===== config.mk =====
export PLATFORM = sky130hd
export DESIGN_NAME = fifo_adapter_wr_arbiter
export DESIGN_NICKNAME = d
export VERILOG_FILES = /design/src/rtl/fifo_adapter_wr_arbiter_pkg.sv /design/src/rtl/fifo_adapter_wr_arbiter_rr_pick.sv /design/src/rtl/fifo_adapter_wr_arbiter.sv
export SDC_FILE = /design/constraint.sdc
export NUM_CORES = 1
export LEC_CHECK = 0
export BUFFER_PORTS_ARGS = -buffer_cell sky130_fd_sc_hd__buf_2
export CAP_MARGIN = 10
export CORE_ASPECT_RATIO = 1.2
export CORE_MARGIN = 3
export CORE_UTILIZATION = 35
export CTS_CLUSTER_DIAMETER = 120
export DETAILED_ROUTE_END_ITERATION = 8
export HOLD_SLACK_MARGIN = 0.05
export PLACE_DENSITY = 0.66
export SYNTH_ARGS = -nofsm -noshare
export SYNTH_HDL_FRONTEND = slang
export SYNTH_HIERARCHICAL = 1
export SYNTH_SLANG_ARGS = --single-unit

===== constraint.sdc =====
create_clock -name clk -period 7.8 [get_ports clk]
set_input_delay 1.17 -clock clk [delete_from_list [all_inputs] [get_ports clk]]
set_output_delay 1.17 -clock clk [all_outputs]
set_load 0.02 [all_outputs]

===== src/rtl/fifo_adapter_wr_arbiter_pkg.sv =====
// Shared types and sizing for the FIFO adapter write arbiter.
// The adapter and its benches reuse the default geometry from here.
package fifo_adapter_wr_arbiter_pkg;

    typedef enum logic [1:0] {
        IDLE  = 2'b01,
        BURST = 2'b10
    } state_e;

    localparam int DEF_DATA_IN_WIDTH  = 16;
    localparam int DEF_DATA_OUT_WIDTH = 128;
    localparam int DEF_ADDR_WIDTH     = 8;
    localparam int DEF_BURST_LEN      = 64;

    localparam int RATIO       = DEF_DATA_OUT_WIDTH / DEF_DATA_IN_WIDTH;
    localparam int BURST_WORDS = DEF_BURST_LEN / RATIO;
    localparam int DEPTH       = 2 ** DEF_ADDR_WIDTH;

    function automatic int words_of(int beats, int in_w, int out_w);
        return beats / (out_w / in_w);
    endfunction

endpackage


===== src/rtl/fifo_adapter_wr_arbiter_rr_pick.sv =====
// Combinational round-robin picker: first set req bit after ptr,
// wrapping at N. ptr itself has the lowest priority.
module rr_pick #(
    parameter int N = 4
) (
    input  logic [N-1:0]         req,
    input  logic [$clog2(N)-1:0] ptr,
    output logic [N-1:0]         onehot,
    output logic [$clog2(N)-1:0] idx,
    output logic                 any
);

    always_comb begin
        onehot = '0;
        idx    = '0;
        any    = 1'b0;
        for (int i = 1; i <= N; i++) begin
            if (!any && req[(int'(ptr) + i) % N]) begin
                any = 1'b1;
                idx = ($clog2(N))'((int'(ptr) + i) % N);
                onehot[(int'(ptr) + i) % N] = 1'b1;
            end
        end
    end

endmodule


===== src/rtl/fifo_adapter_wr_arbiter.sv =====
// Round-robin burst arbiter sharing one narrow-to-wide FIFO adapter
// between NUM_REQ producers; one grant = one whole burst.
module fifo_adapter_wr_arbiter
    import fifo_adapter_wr_arbiter_pkg::*;
#(
    parameter int NUM_REQ        = 4,
    parameter int DATA_IN_WIDTH  = DEF_DATA_IN_WIDTH,
    parameter int DATA_OUT_WIDTH = DEF_DATA_OUT_WIDTH,
    parameter int ADDR_WIDTH     = DEF_ADDR_WIDTH,
    parameter int BURST_LEN      = DEF_BURST_LEN,
    parameter int PIPE_SLACK     = 2
) (
    input  logic                             clk,
    input  logic                             rst,
    input  logic [NUM_REQ-1:0]               req_pend_i,
    input  logic [NUM_REQ-1:0]               req_vld_i,
    input  logic [NUM_REQ*DATA_IN_WIDTH-1:0] req_dat_i,
    output logic [NUM_REQ-1:0]               req_rdy_o,
    output logic                             wr_ena_o,
    output logic [DATA_IN_WIDTH-1:0]         wr_dat_o,
    input  logic                             wr_full_i,
    input  logic [ADDR_WIDTH:0]              fifo_cnt_i,
    output logic [NUM_REQ-1:0]               grant_o,
    output logic [$clog2(NUM_REQ)-1:0]       grant_id_o,
    output logic                             busy_o
);

    localparam int IW  = $clog2(NUM_REQ);
    localparam int BCW = $clog2(BURST_LEN);
    localparam int BW  = words_of(BURST_LEN, DATA_IN_WIDTH, DATA_OUT_WIDTH);

    localparam logic [ADDR_WIDTH:0] DEP  = (ADDR_WIDTH+1)'(2 ** ADDR_WIDTH);
    localparam logic [ADDR_WIDTH:0] NEED = (ADDR_WIDTH+1)'(BW + PIPE_SLACK);
    localparam logic [BCW-1:0]      LAST = BCW'(BURST_LEN - 1);

    state_e               state_q, state_d;
    logic [NUM_REQ-1:0]   grant_q, grant_d;
    logic [IW-1:0]        ptr_q, ptr_d;
    logic [BCW-1:0]       beat_q, beat_d;

    logic [ADDR_WIDTH:0]  free;
    logic                 space_ok;
    logic [NUM_REQ-1:0]   pick_oh;
    logic [IW-1:0]        pick_idx;
    logic                 pick_any;

    assign free     = DEP - fifo_cnt_i;
    assign space_ok = (free >= NEED);

    rr_pick #(
        .N (NUM_REQ)
    ) u_pick (
        .req    (req_pend_i),
        .ptr    (ptr_q),
        .onehot (pick_oh),
        .idx    (pick_idx),
        .any    (pick_any)
    );

    always_ff @(posedge clk) begin
        if (rst) begin
            state_q <= IDLE;
            grant_q <= '0;
            ptr_q   <= IW'(NUM_REQ - 1);
            beat_q  <= '0;
        end else begin
            state_q <= state_d;
            grant_q <= grant_d;
            ptr_q   <= ptr_d;
            beat_q  <= beat_d;
        end
    end

    // The last owner doubles as the round-robin pointer.
    always_comb begin
        state_d   = state_q;
        grant_d   = grant_q;
        ptr_d     = ptr_q;
        beat_d    = beat_q;
        req_rdy_o = '0;
        wr_ena_o  = 1'b0;
        wr_dat_o  = '0;
        unique case (state_q)
            IDLE: begin
                if (space_ok && pick_any) begin
                    state_d = BURST;
                    grant_d = pick_oh;
                    ptr_d   = pick_idx;
                    beat_d  = '0;
                end
            end
            BURST: begin
                wr_dat_o = req_dat_i[int'(ptr_q)*DATA_IN_WIDTH +: DATA_IN_WIDTH];
                req_rdy_o[ptr_q] = ~wr_full_i & ~rst;
                wr_ena_o = req_vld_i[ptr_q] & ~wr_full_i & ~rst;
                if (wr_ena_o) begin
                    if (beat_q == LAST) begin
                        state_d = IDLE;
                        grant_d = '0;
                        beat_d  = '0;
                    end else begin
                        beat_d = beat_q + 1'b1;
                    end
                end
            end
            default: begin
                state_d = IDLE;
                grant_d = '0;
                beat_d  = '0;
            end
        endcase
    end

    assign grant_o    = grant_q;
    assign grant_id_o = ptr_q;
    assign busy_o     = (state_q == BURST);

endmodule


# [Word-level counts from Yosys, hierarchy flattened]
# Index checks and enable logic that the tools add are counted.
[totals] ff_bits=14
[op_classes] n_shift=1 bitwise=13 add_sub_neg=6 eq_ne=6 mux=51 magnitude_cmp=11 n_reduce_logical=19
[op_table] op="$shiftx A64 B7 Y16" count=1
[op_table] op="$mux W4" count=8
[op_table] op="$mux W1" count=19
[op_table] op="$mux W6" count=3
[op_table] op="$lt A3 B4 Y1 const B" count=4
[op_table] op="$mux W16" count=1
[op_table] op="$mux W2" count=7
[op_table] op="$ge A3 B1 Y1 const B" count=4
[op_table] op="$or A4 B4 Y4" count=3
[op_table] op="$pmux W6 S2" count=1
[op_table] op="$bmux W1 S2" count=5
[op_table] op="$demux W1 S2" count=5
[op_table] op="$ge A9 B4 Y1 const B" count=1
[op_table] op="$logic_and A1 B1 Y1" count=9
[op_table] op="$sub A9 B9 Y9 const A" count=1
[op_table] op="$pmux W4 S2" count=1
[op_table] op="$reduce_or A2 Y1" count=4
[op_table] op="$add A6 B1 Y6 const B" count=1
[op_table] op="$eq A6 B6 Y1 const B" count=1
[op_table] op="$add A2 B1 Y2 const B" count=2
[op_table] op="$add A2 B2 Y2 const B" count=2
[op_table] op="$and A1 B1 Y1 const A" count=4
[op_table] op="$and A4 B4 Y4" count=1
[op_table] op="$ne A2 B1 Y1 const B" count=2
[op_table] op="other kinds (11)" count=17

# [Logic depth before layout (Yosys ltp)]
# Gate-level depths: netlist of the first run.
[logic_depth] ltp_word=19 depth_mapped=11 mapped_depth_nobuf=8

# [Hierarchy]
# Netlist of the first run, hierarchy kept.
[by_module_without_submodules] module="fifo_adapter_wr_arbiter" area_per_inst_um2=1382.6 seq_area_each_um2=280.3 instances=1 cells_each=154
[by_module_without_submodules] module="rr_pick" area_per_inst_um2=629.4 seq_area_each_um2=0.0 instances=1 cells_each=86

# [Worst setup path after synthesis of the first run]
# Ideal clock, no wire load.
[synth_timing] kind="flip-flop to output port" startpoint="register ptr_q[0], in the netlist grant_id_o[0]" endpoint="output wr_dat_o[0]" t_arrival_ps=1981 t_required_ps=6630 setup_slack_ps=4649 path_stages_with_launch=4 cell_sequence="dfxtp_1 buf_1 mux4_2 and2_1"
[synth_via] elab_chain_cells=2
[synth_lines] element="start: declaration" line="fifo_adapter_wr_arbiter.sv:38" text="logic [IW-1:0] ptr_q, ptr_d;"
[synth_lines] element="start signal: assignment" line="fifo_adapter_wr_arbiter.sv:64" text="ptr_q <= IW'(NUM_REQ - 1);"
[synth_lines] element="start signal: assignment" line="fifo_adapter_wr_arbiter.sv:69" text="ptr_q <= ptr_d;"
[synth_lines] element="$shiftx A64 B7 Y16" line="fifo_adapter_wr_arbiter.sv:93" text="wr_dat_o = req_dat_i[int'(ptr_q)*DATA_IN_WIDTH +: DATA_IN_WIDTH];"
[synth_lines] element="$mux W16" line="fifo_adapter_wr_arbiter.sv:83" text="unique case (state_q)"
[synth_lines] element="end: declaration" line="fifo_adapter_wr_arbiter.sv:20" text="output logic [DATA_IN_WIDTH-1:0] wr_dat_o,"
# No other way between the ends.

# [Final worst setup path of the first run]
[layout_timing] startpoint="input fifo_cnt_i[0]" endpoint="register beat_q[1]"
[layout_via] elab_chain_cells=5
[layout_lines] element="start: declaration" line="fifo_adapter_wr_arbiter.sv:22" text="input logic [ADDR_WIDTH:0] fifo_cnt_i,"
[layout_lines] element="$sub A9 B9 Y9" line="fifo_adapter_wr_arbiter.sv:47" text="assign free = DEP - fifo_cnt_i;"
[layout_lines] element="$ge A9 B4 Y1" line="fifo_adapter_wr_arbiter.sv:48" text="assign space_ok = (free >= NEED);"
[layout_lines] element="$logic_and A1 B1 Y1" line="fifo_adapter_wr_arbiter.sv:85" text="if (space_ok && pick_any) begin"
[layout_lines] element="$ne A2 B2 Y1 (no source line)"
[layout_lines] element="$reduce_and A2 Y1 (no source line)"
[layout_lines] element="end signal: assignment" line="fifo_adapter_wr_arbiter.sv:70" text="beat_q <= beat_d;"
[layout_lines] element="end: declaration" line="fifo_adapter_wr_arbiter.sv:39" text="logic [BCW-1:0] beat_q, beat_d;"
# No other way between the ends.
# A chain may end at the register's enable or synchronous reset.

==> results of run 1 <==
-- worst max-delay path, stage by stage --
cell and delay, ns:
buf_2 0.12, inv_1 0.08, ha_1 0.25, or4b_1 0.45, o32ai_1 0.35, o32ai_2 0.16, nor3_1 0.68, o21ai_0 0.24
a21oi_1 0.18
-- area by class of cell --
type	instances	area share
multi-input cells	196	0.607
repair buffers	113	0.216
well taps	62	0.0294
flip-flops and latches	14	0.107
clock buffers	4	0.0209
inverters	14	0.0199
-- cell usage in the layout, fill, tap and decap left out, types with 4 or more instances in the layout --
cell type  count
buf_2        111
mux4_2        19
nand2_1       18
a21oi_1       17
and2_1        16
inv_1         14
nor2_1        14
dfxtp_1       13
ha_1          11
o21ai_0        9
nand3_1        8
a31oi_1        7
or3_1          7
nand2b_1       6
o31ai_1        6
nand4_1        6
nor3_1         5
clkbuf_8       4
a2111o_1       4
-- registers in the layout (all words and copies together), names as in the netlist --
register / flops
grant_id_o: 2
state_q: 2
grant_o: 4
beat_q: 6
-- power by group through the flow --
| stage | Combinational [mW] | Clock (mW) | Sequential (mW) |
|---|---|---|---|
| floorplan | 0.183 | 0 | 0.0964 |
| finish | 0.259 | 0.0706 | 0.0828 |
| detailed placement | 0.260 | 0 | 0.0844 |
| global placement | 0.256 | 0 | 0.0842 |
| global route | 0.286 | 0.0747 | 0.0837 |
| CTS | 0.261 | 0.0724 | 0.0829 |
-- stage by stage --
step | power, mW | std cells | area (sq um) | worst slack (ns) | util
floorplan | 0.279 | 240 | 2010 | 4.65 | -
global placement | 0.341 | 399 | 2580 | 4.23 | 0.477
detailed placement | 0.345 | 399 | 2580 | 4.09 | 0.477
CTS | 0.416 | 403 | 2640 | 4.30 | 0.488
global route | 0.444 | 403 | 2640 | 4.00 | 0.488
finish | 0.412 | 403 | 2640 | 4.30 | 0.488
-- per-layer routing --
| metal | up-vias | GRT usage |
|---|---|---|
| met1 | 1056 | 0.224 |
| met3 | 7 | 0.0281 |
| met4 | 0 | 0.0429 |
| met2 | 108 | 0.332 |
| li1 | 1125 | - |
| met5 | - | 0 |
-- worst max path at each step --
stage	from	end	slack (ns)	depth (start not counted)
global route	fifo_cnt_i[0]	beat_q[4]	4.00	9
detailed placement	fifo_cnt_i[0]	beat_q[5]	4.09	9
floorplan	grant_id_o[0]	wr_dat_o[0]	4.65	3
finish	fifo_cnt_i[0]	beat_q[1]	4.30	9
global placement	fifo_cnt_i[0]	beat_q[4]	4.23	9
CTS	fifo_cnt_i[0]	beat_q[1]	4.30	9
-- cell families after synthesis --
family | synth area share
AND/OR/NAND/NOR | 0.282
flip-flops | 0.139
multiplexers | 0.233
AO/OA/AOI/OAI | 0.211
adder cells (fa/ha/maj) | 0.0684
buffers and inverters | 0.0659
==> summary.md, run 1 <==
| Metric | Value |
|---|---|
| Cell Int Power | `~0.24 mW` |
| Vias in the first global route | `2145` |
| Routability cong. | `between 0.8 and 0.9` |
| Slew headroom | `0.418` |
| Worst R2R Start | `grant_id_o[0]` |
| DRT Wirelength | `roughly 6400 um` |
| Root Driver | `clkbuf_8` |
| Wl on met1 | `2660 um` |
| Power per cell area | `156 mW/mm^2` |
| Pre-Repair DR Iteration Count | `4` |
| R2R depth | `9` |
| TritonCTS buffer count | `3` |
| Status | `finished, final reports clean` |
| Multi-input logic area | `0.00160 sq mm` |
| Arrival @ worst endpoint | `3.68 ns` |
| Port bufs | `111` |
| Gate power share | `0.628` |
| Die height | `89.1 um` |
| Vias/cell | `between 5 and 6` |
| Metal3 WL | `623 um` |
| Post-DRT Antenna Nets | `0` |
| DR WL/cell | `16.0 um` |
| Clk_lat worst skew | `between 0.2 and 0.3 ns` |
| RSZ-0062 raised after global routing | `no` |
| Met2 wire len | `3080 um` |
| Reg2Reg Setup Slack | `4.94 ns` |
| DP HPWL | `5150 um` |
| Largest net degree at the start of global routing | `44` |
| Post-cts resize count | `0` |
| Worst Skew | `0.00373 ns` |
| Core Region | `0.00541 sq mm` |
| CP Launch Type | `input pin` |
| Mean post-synth cell area | `about 8.4 sq um` |
| Worst hold path type | `register to register` |
| Final Hold Fails | `0` |
| End of the worst register-to-register path | `grant_o[3]` |
| Die width | `75.2 um` |
| Layout cells sized above 1 | `0.416` |
| # nets final | `approximately 440` |
| Most common cell in the netlist | `mux4_2` |
| Crit path max fanout | `11` |
| Vias | `2296` |
| Final hold slack | `0.480 ns` |
| # diodes | `0` |
| Overall routing resource usage | `0.183` |
| Post-CTS Hold Fix Bufs | `0` |
| Max Cap Viol | `0` |
| Rows | `29` |
| Final Cycle Share | `0.449` |
| Maximum clock path buffer count | `2` |
| DR iter-0 viols | `53` |
| Synth top cells by count | `19 x mux4_2, 18 x nand2_1, 17 x a21oi_1, 16 x and2_1` |
| Synth area leader | `mux4_2` |
| Top cells by area, synth | `mux4_2 21%, dfxtp_1 14%, ha_1 6.8%` |
| Post-synth top area share | `0.213` |
| DIE AREA | `0.00670 sq mm` |
| Net Sw Frac | `0.417` |
| Post-CTS Setup Inserts | `0` |
| FF+latch area | `282 sq um` |
| Post-synthesis cell type count | `50` |
| Mapped Area | `0.00201 sq mm` |
| Htree depth | `1` |
| Hold Path Cell Cnt | `2` |
| Max-slew violations | `0` |
| Worst IR Drop VDD | `72.6 uV` |
| Synth Flop Type | `dfxtp_1` |
| Syn nets | `335` |
| Initial Util | `0.372` |
| GRT overflow | `0` |
| Sequential share of power | `0.201` |
| Filler instances | `564` |
| Yosys reg bits | `14` |
| Max layer used | `met4` |
| P_sw | `0.172 mW` |
| Hold path start | `grant_o[0]` |
| CP Class | `input pin to register` |
| Worst Tran Pin Value | `just under 0.9 ns` |
| Clk pwr share | `0.171` |
| Leak pwr | `1.27 nW` |
| EDFF count, synth | `0` |
| Setup violators final | `0` |
| Critical Path End Type | `register` |
| CP required | `7.98 ns` |
| Seq/Total Area, Yosys | `0.139` |
| Min Tclk post-route | `3.50 ns` |
| Hold endpoint | `grant_o[0]` |
| DRC | `0` |
| Post-synthesis async set-or-reset flop share | `0` |
| Initial antenna violation count | `0` |
| Worst-path clk slew | `0.06 ns` |
| IO Count | `112` |
| Area Overhead vs Synth | `31.0%` |
| CTS tree | `yes` |
| Yosys Warn Count | `6` |
| Post-Syn Instances | `240` |
| Fmax achieved | `286 MHz` |
| # clock sinks | `14` |
| Setup_tns | `0 ns` |
| First-pass GRT wire length | `9660 um` |
Note: power is estimated with default switching activity, not from simulation.
==> inputs of run 2 (changes only) <==
--- a/config.mk
+++ b/config.mk
@@ -13,7 +13,7 @@
 export CTS_CLUSTER_DIAMETER = 120
 export DETAILED_ROUTE_END_ITERATION = 8
 export HOLD_SLACK_MARGIN = 0.05
-export PLACE_DENSITY = 0.66
+export PLACE_DENSITY = 0.68
 export SYNTH_ARGS = -nofsm -noshare
 export SYNTH_HDL_FRONTEND = slang
 export SYNTH_HIERARCHICAL = 1
==> constraint.sdc (replaced) <==
create_clock -name clk -period 2.9 [get_ports clk]
set_input_delay 0.435 -clock clk [delete_from_list [all_inputs] [get_ports clk]]
set_output_delay 0.435 -clock clk [all_outputs]
set_load 0.02 [all_outputs]
==> summary.md, run 2 (synthesis gave the netlist of run 1 again) <==
| Metric | Value |
|---|---|
| CTS tree | `yes` |
| Post-CTS Setup Inserts | `0 (unchanged)` |
| Overall routing resource usage | `0.182 (-0.000999)` |
| Max layer used | `met4` |
| CP required | `3.07 ns (-4.91 ns)` |
| Critical path, cell by cell | `buf_2, inv_1, ha_1, or4b_1, o32ai_1, o32ai_2, o211ai_1, nand3b_1, a21oi_1` |
| Cell Int Power | `0.622 mW (+160%)` |
| GRT overflow | `0 (unchanged)` |
| Worst hold path type | `register to register` |
| IO Count | `112 (unchanged)` |
| Max reg flops | `6 (unchanged)` |
| Wl on met1 | `2590 um (-2.7%)` |
| Slew headroom | `0.631 (+0.213)` |
| Largest register by flop count | `beat_q` |
| Power per cell area | `410 mW/mm^2 (+160%)` |
| RSZ-0062 raised after global routing | `no` |
| Worst-path clk slew | `0.05 ns (about the same)` |
| DIE AREA | `0.00670 sq mm (unchanged)` |
| Vias/cell | `5.84 (+2.5%)` |
| Hold Path Cell Cnt | `2 (unchanged)` |
| Worst Tran Pin Value | `0.539 ns (-0.328 ns)` |
| Routability cong. | `0.894 (+1.9%)` |
| Worst IR Drop VDD | `217 uV (+200%)` |
| Commonest non-fill, non-tap cell in the layout | `buf_2` |
| CP Launch Type | `input pin` |
| Max Cap Viol | `0 (unchanged)` |
| R2R depth | `8 (-1)` |
| Fmax achieved | `405 MHz` |
| First-pass GRT wire length | `9630 um (-0.36%)` |
| DR WL/cell | `16.1 um (+0.70%)` |
| Setup violators final | `0 (unchanged)` |
| Sequential share of power | `0.211 (+0.010)` |
| Worst R2R Start | `grant_id_o[0]` |
| DRT Wirelength | `6500 um (+0.95%)` |
| DR iter-0 viols | `71 (+34%)` |
| Root Driver | `clkbuf_8` |
| Status | `finished, final reports clean` |
| Die width | `75.2 um (unchanged)` |
| Clk pwr share | `0.142 (-0.029)` |
| Leak pwr | `1.27 nW (+0.22%)` |
| Cell area after placement | `0.00260 sq mm (+0.58%)` |
| Crit path max fanout | `7 (-4)` |
| CP Class | `input pin to register` |
| Die height | `89.1 um (unchanged)` |
| Worst Skew | `0.000722 ns (-0.00301 ns)` |
| Vias | `2359 (+2.7%)` |
| Pre-Repair DR Iteration Count | `5 (+1)` |
| Critical path's largest stage delay | `0.46 ns (-0.22 ns)` |
| Hold path start | `grant_o[1]` |
| P_sw | `0.459 mW (+170%)` |
| Final Hold Fails | `0 (unchanged)` |
| Critical Path End Type | `register` |
| Most frequent cells in the layout | `111 x buf_2, 19 x mux4_2, 18 x nand2_1` |
| # nets final | `439 (+0.46%)` |
| Core Region | `0.00541 sq mm (unchanged)` |
| Post-CTS Hold Fix Bufs | `0 (unchanged)` |
| Gate power share | `0.647 (+0.019)` |
| DP HPWL | `5240 um (+1.8%)` |
| # clock sinks | `14 (unchanged)` |
| Layout cells sized above 1 | `0.418 (+0.00171)` |
| Rows | `29 (unchanged)` |
| # diodes | `0 (unchanged)` |
| Maximum clock path buffer count | `2 (unchanged)` |
| Arrival @ worst endpoint | `2.64 ns (-1.04 ns)` |
| Slowest CP cell | `or4b_1` |
| Port bufs | `111 (unchanged)` |
| Hold endpoint | `grant_o[1]` |
| Final Cycle Share | `0.851` |
| TritonCTS buffer count | `3 (unchanged)` |
| Initial Util | `0.372 (unchanged)` |
| Largest net degree at the start of global routing | `33 (-25%)` |
| Max-slew violations | `0 (unchanged)` |
| Clk_lat worst skew | `0.24 ns (about the same)` |
| Initial antenna violation count | `0 (unchanged)` |
| Met2 wire len | `3020 um (-1.9%)` |
| Reg2Reg Setup Slack | `0.56 ns (-4.38 ns)` |
| Post-DRT Antenna Nets | `0 (unchanged)` |
| Metal3 WL | `720 um (+16%)` |
| Htree depth | `1 (unchanged)` |
| Min Tclk post-route | `about 2.5 ns` |
| Setup_tns | `0 ns (unchanged)` |
| DRC | `0 (unchanged)` |
| Post-cts resize count | `0 (unchanged)` |
| Vias in the first global route | `2121 (-1.1%)` |
| Net Sw Frac | `0.425 (+0.00727)` |
| Layout Cell Area excl Fill | `0.00264 sq mm (about the same)` |
| End of the worst register-to-register path | `grant_o[2]` |
| Area Overhead vs Synth | `31.1% (about the same)` |
| Critical path origin | `fifo_cnt_i[0]` |
[run 2: changes by cell type in the layout (fill, tap and decap cells not counted)]
cell,delta
buf_4,+2
clkbuf_8,-1
[run 2: area by class of cell]
| class | instances | area (sq um) |
|---|---|---|
| repair buffers | 115 | 586 |
| inverters | 14 | 52.6 |
| flip-flops and latches | 14 | 282 |
| well taps | 62 | 77.6 |
| multi-input cells | 196 | 1600 |
| fillers | 561 | 2770 |
| clock buffers | 3 | 41.3 |
[run 2: worst max-delay path, delay by kind of cell]
kind | cells | cell delay, ns
buf+inv | 2 | 0.20
compound gates | 4 | 1.06
simple gates | 2 | 0.69
fa+ha+maj | 1 | 0.25
[run 2: stage by stage]
stage	setup WS, ns	hold WS, ns	util	std cells	power [mW]
after floorplan	0.141	0.458	-	240	0.751
after global placement	0.326	0.455	0.480	401	0.922
after detailed placement	0.215	0.465	0.480	401	0.932
after CTS	0.446	0.475	0.488	404	1.09
after global routing	0.253	0.507	0.488	404	1.18
final	0.432	0.468	0.488	404	1.08
[run 2: worst max-delay path by stage]
stage,to,depth (start not counted),slack [ns]
floorplan,grant_o[1],11,0.14
global placement,beat_q[2],9,0.33
detailed placement,beat_q[2],9,0.21
CTS,beat_q[2],9,0.45
global route,beat_q[2],9,0.25
finish,beat_q[2],9,0.43
[run 2: power by group through the flow]
| stage | Clock, mW | Sequential, mW | Combinational (mW) |
|---|---|---|---|
| after floorplan | 0 | 0.259 | 0.492 |
| after global placement | 0 | 0.232 | 0.690 |
| after detailed placement | 0 | 0.232 | 0.700 |
| after CTS | 0.160 | 0.228 | 0.703 |
| after global routing | 0.168 | 0.232 | 0.776 |
| final | 0.154 | 0.228 | 0.699 |
[run 2: layer usage]
metal	vias up	GRT usage
met2	129	0.316
met5	-	0
met4	0	0.0588
li1	1127	-
met3	17	0.0360
met1	1086	0.223
==> inputs of run 3 (changes only) <==
--- a/config.mk
+++ b/config.mk
@@ -13,7 +13,7 @@
 export CTS_CLUSTER_DIAMETER = 120
 export DETAILED_ROUTE_END_ITERATION = 8
 export HOLD_SLACK_MARGIN = 0.05
-export PLACE_DENSITY = 0.68
+export PLACE_DENSITY_LB_ADDON = 0.25
 export SYNTH_ARGS = -nofsm -noshare
 export SYNTH_HDL_FRONTEND = slang
 export SYNTH_HIERARCHICAL = 1
==> summary.md, run 3 (synthesis gave the netlist of run 1 again) <==
| Metric | Value |
|---|---|
| Commonest non-fill, non-tap cell in the layout | `buf_2` |
| Worst R2R Start | `grant_id_o[0]` |
| Final hold slack | `0.488 ns (+0.0198 ns)` |
| Initial Util | `0.372 (unchanged)` |
| CTS tree | `yes` |
| Layout Cells excl Fill | `407 (+0.74%)` |
| Setup violators final | `0 (unchanged)` |
| DR iter-0 viols | `72 (+1.4%)` |
| Filler instances | `537 (-4.3%)` |
| Maximum clock path buffer count | `2 (unchanged)` |
| Critical Path End Type | `output port` |
| Pre-Repair DR Iteration Count | `5 (unchanged)` |
| Routability cong. | `0.883 (-1.2%)` |
| DR WL/cell | `15.8 um (-1.7%)` |
| RSZ-0062 raised after global routing | `no` |
| Multi-input logic area | `0.00160 sq mm (unchanged)` |
| Final Cycle Share | `0.866 (+0.0149)` |
| Rows | `29 (unchanged)` |
| Post-CTS Hold Fix Bufs | `0 (unchanged)` |
| Worst Tran Pin Value | `0.571 ns (+0.0321 ns)` |
| Final core occ | `0.493 (+0.00532)` |
| Setup_tns | `0 ns (unchanged)` |
| DRT Wirelength | `6440 um (-0.92%)` |
| Die width | `75.2 um (unchanged)` |
| Layout cells sized above 1 | `0.423 (+0.00506)` |
| Arrival @ worst endpoint | `2.08 ns (-0.56 ns)` |
| Critical path origin | `grant_id_o[0]` |
| Post-cts resize count | `0 (unchanged)` |
| DP HPWL | `5160 um (-1.5%)` |
| Placement Setup Slack | `0.271 ns (+0.0557 ns)` |
| Area Overhead vs Synth | `32.5%` |
| TritonCTS buffer count | `3 (unchanged)` |
| Most frequent cells in the layout | `111 x buf_2, 19 x mux4_2, 18 x nand2_1` |
| CP required | `2.47 ns (-0.60 ns)` |
| Gate power share | `0.620 (-0.027)` |
| Die height | `89.1 um (unchanged)` |
| Layout Cell Area excl Fill | `0.00267 sq mm (+1.1%)` |
| Min setup slack post-route | `0.389 ns (-0.0432 ns)` |
| IO Count | `112 (unchanged)` |
| # diodes | `0 (unchanged)` |
| Post-CTS Setup Inserts | `0 (unchanged)` |
| Worst-path clk slew | `0.06 ns (about the same)` |
| Fmax achieved | `398 MHz (-1.7%)` |
| Final Hold Fails | `0 (unchanged)` |
| Sequential share of power | `0.211 (about the same)` |
| Vias/cell | `5.71 (-2.2%)` |
| Root Driver | `clkbuf_8` |
| Power per cell area | `425 mW/mm^2 (+3.7%)` |
| Crit path max fanout | `20 (+13)` |
| Htree depth | `1 (unchanged)` |
| P_sw | `0.473 mW (+3.1%)` |
| GRT overflow | `0 (unchanged)` |
| Leak pwr | `1.28 nW (+1.3%)` |
| Initial antenna violation count | `0 (unchanged)` |
| Core Region | `0.00541 sq mm (unchanged)` |
| Largest net degree at the start of global routing | `24 (-27%)` |
| Clk pwr share | `0.169 (+0.027)` |
| Overall routing resource usage | `0.175 (-0.00686)` |
| Clk_lat worst skew | `0.24 ns (about the same)` |
| Max Cap Viol | `0 (unchanged)` |
| CP Class | `register to output port` |
| Worst Skew | `0.000690 ns (-0.0000325 ns)` |
| Worst IR Drop VDD | `213 uV (-2.0%)` |
| Vias in the first global route | `2036 (-4.0%)` |
| Slew headroom | `0.609 (-0.0220)` |
| # nets final | `441 (+0.46%)` |
| FF+latch area | `282 sq um (unchanged)` |
| First-pass GRT wire length | `9450 um (-1.9%)` |
| Largest register by flop count | `beat_q` |
| Status | `finished, final reports clean` |
| DRC | `0 (unchanged)` |
| Net Sw Frac | `0.417 (-0.00726)` |
| CP Launch Type | `register` |
| DIE AREA | `0.00670 sq mm (unchanged)` |
| Placed cells | `403 (+0.50%)` |
| Port bufs | `111 (unchanged)` |
| Post-DRT Antenna Nets | `0 (unchanged)` |
| Max-slew violations | `0 (unchanged)` |
| Worst hold path type | `register to register` |
| Cell area after placement | `0.00261 sq mm (+0.58%)` |
| # clock sinks | `14 (unchanged)` |
| Vias | `2325 (-1.4%)` |
| Power Total | `1.13 mW (+4.9%)` |
| Min Tclk post-route | `2.51 ns (+0.0432 ns)` |
| Max reg flops | `6 (unchanged)` |
| Hold path start | `grant_o[2]` |
| Cell Int Power | `0.660 mW (+6.2%)` |
[run 3: power groups by stage]
| stage | registers, mW | clock network (mW) | logic (mW) |
|---|---|---|---|
| 3_3_place_gp | 0.243 | 0 | 0.694 |
| 6_report | 0.239 | 0.191 | 0.703 |
| 5_1_grt | 0.244 | 0.204 | 0.766 |
| 2_1_floorplan | 0.259 | 0 | 0.492 |
| 4_1_cts | 0.240 | 0.193 | 0.705 |
| 3_5_place_dp | 0.243 | 0 | 0.703 |
[run 3: area by class of cell]
| cell class | instances | share of cell area |
|---|---|---|
| timing repair buffer | 117 | 0.225 |
| tap | 62 | 0.0291 |
| sequential | 14 | 0.106 |
| multi-input combinational | 196 | 0.600 |
| clock buffer | 4 | 0.0206 |
| inverter | 14 | 0.0197 |
[run 3: worst paths after layout]
kind / end / slack [ns] / cells past startpoint
worst max-delay path: wr_dat_o[8] / 0.39 / 4
worst min-delay path: grant_o[2] / 0.49 / 2
worst max register to register: grant_o[3] / 0.57 / 8
worst min register to register: grant_o[2] / 0.49 / 2
[run 3: worst max-delay path, stage by stage (launching register included)]
cell     delay, ns
dfxtp_2       0.52
buf_4         0.38
mux4_2        0.56
and2_1        0.20
buf_2         0.16
[run 3: layer usage]
layer	up-vias	GRT usage	routed length [um]
met1	1076	0.225	2710
met5	-	0	0
met3	6	0.0191	635
met2	110	0.318	3050
met4	0	0.0270	55
li1	1133	-	-
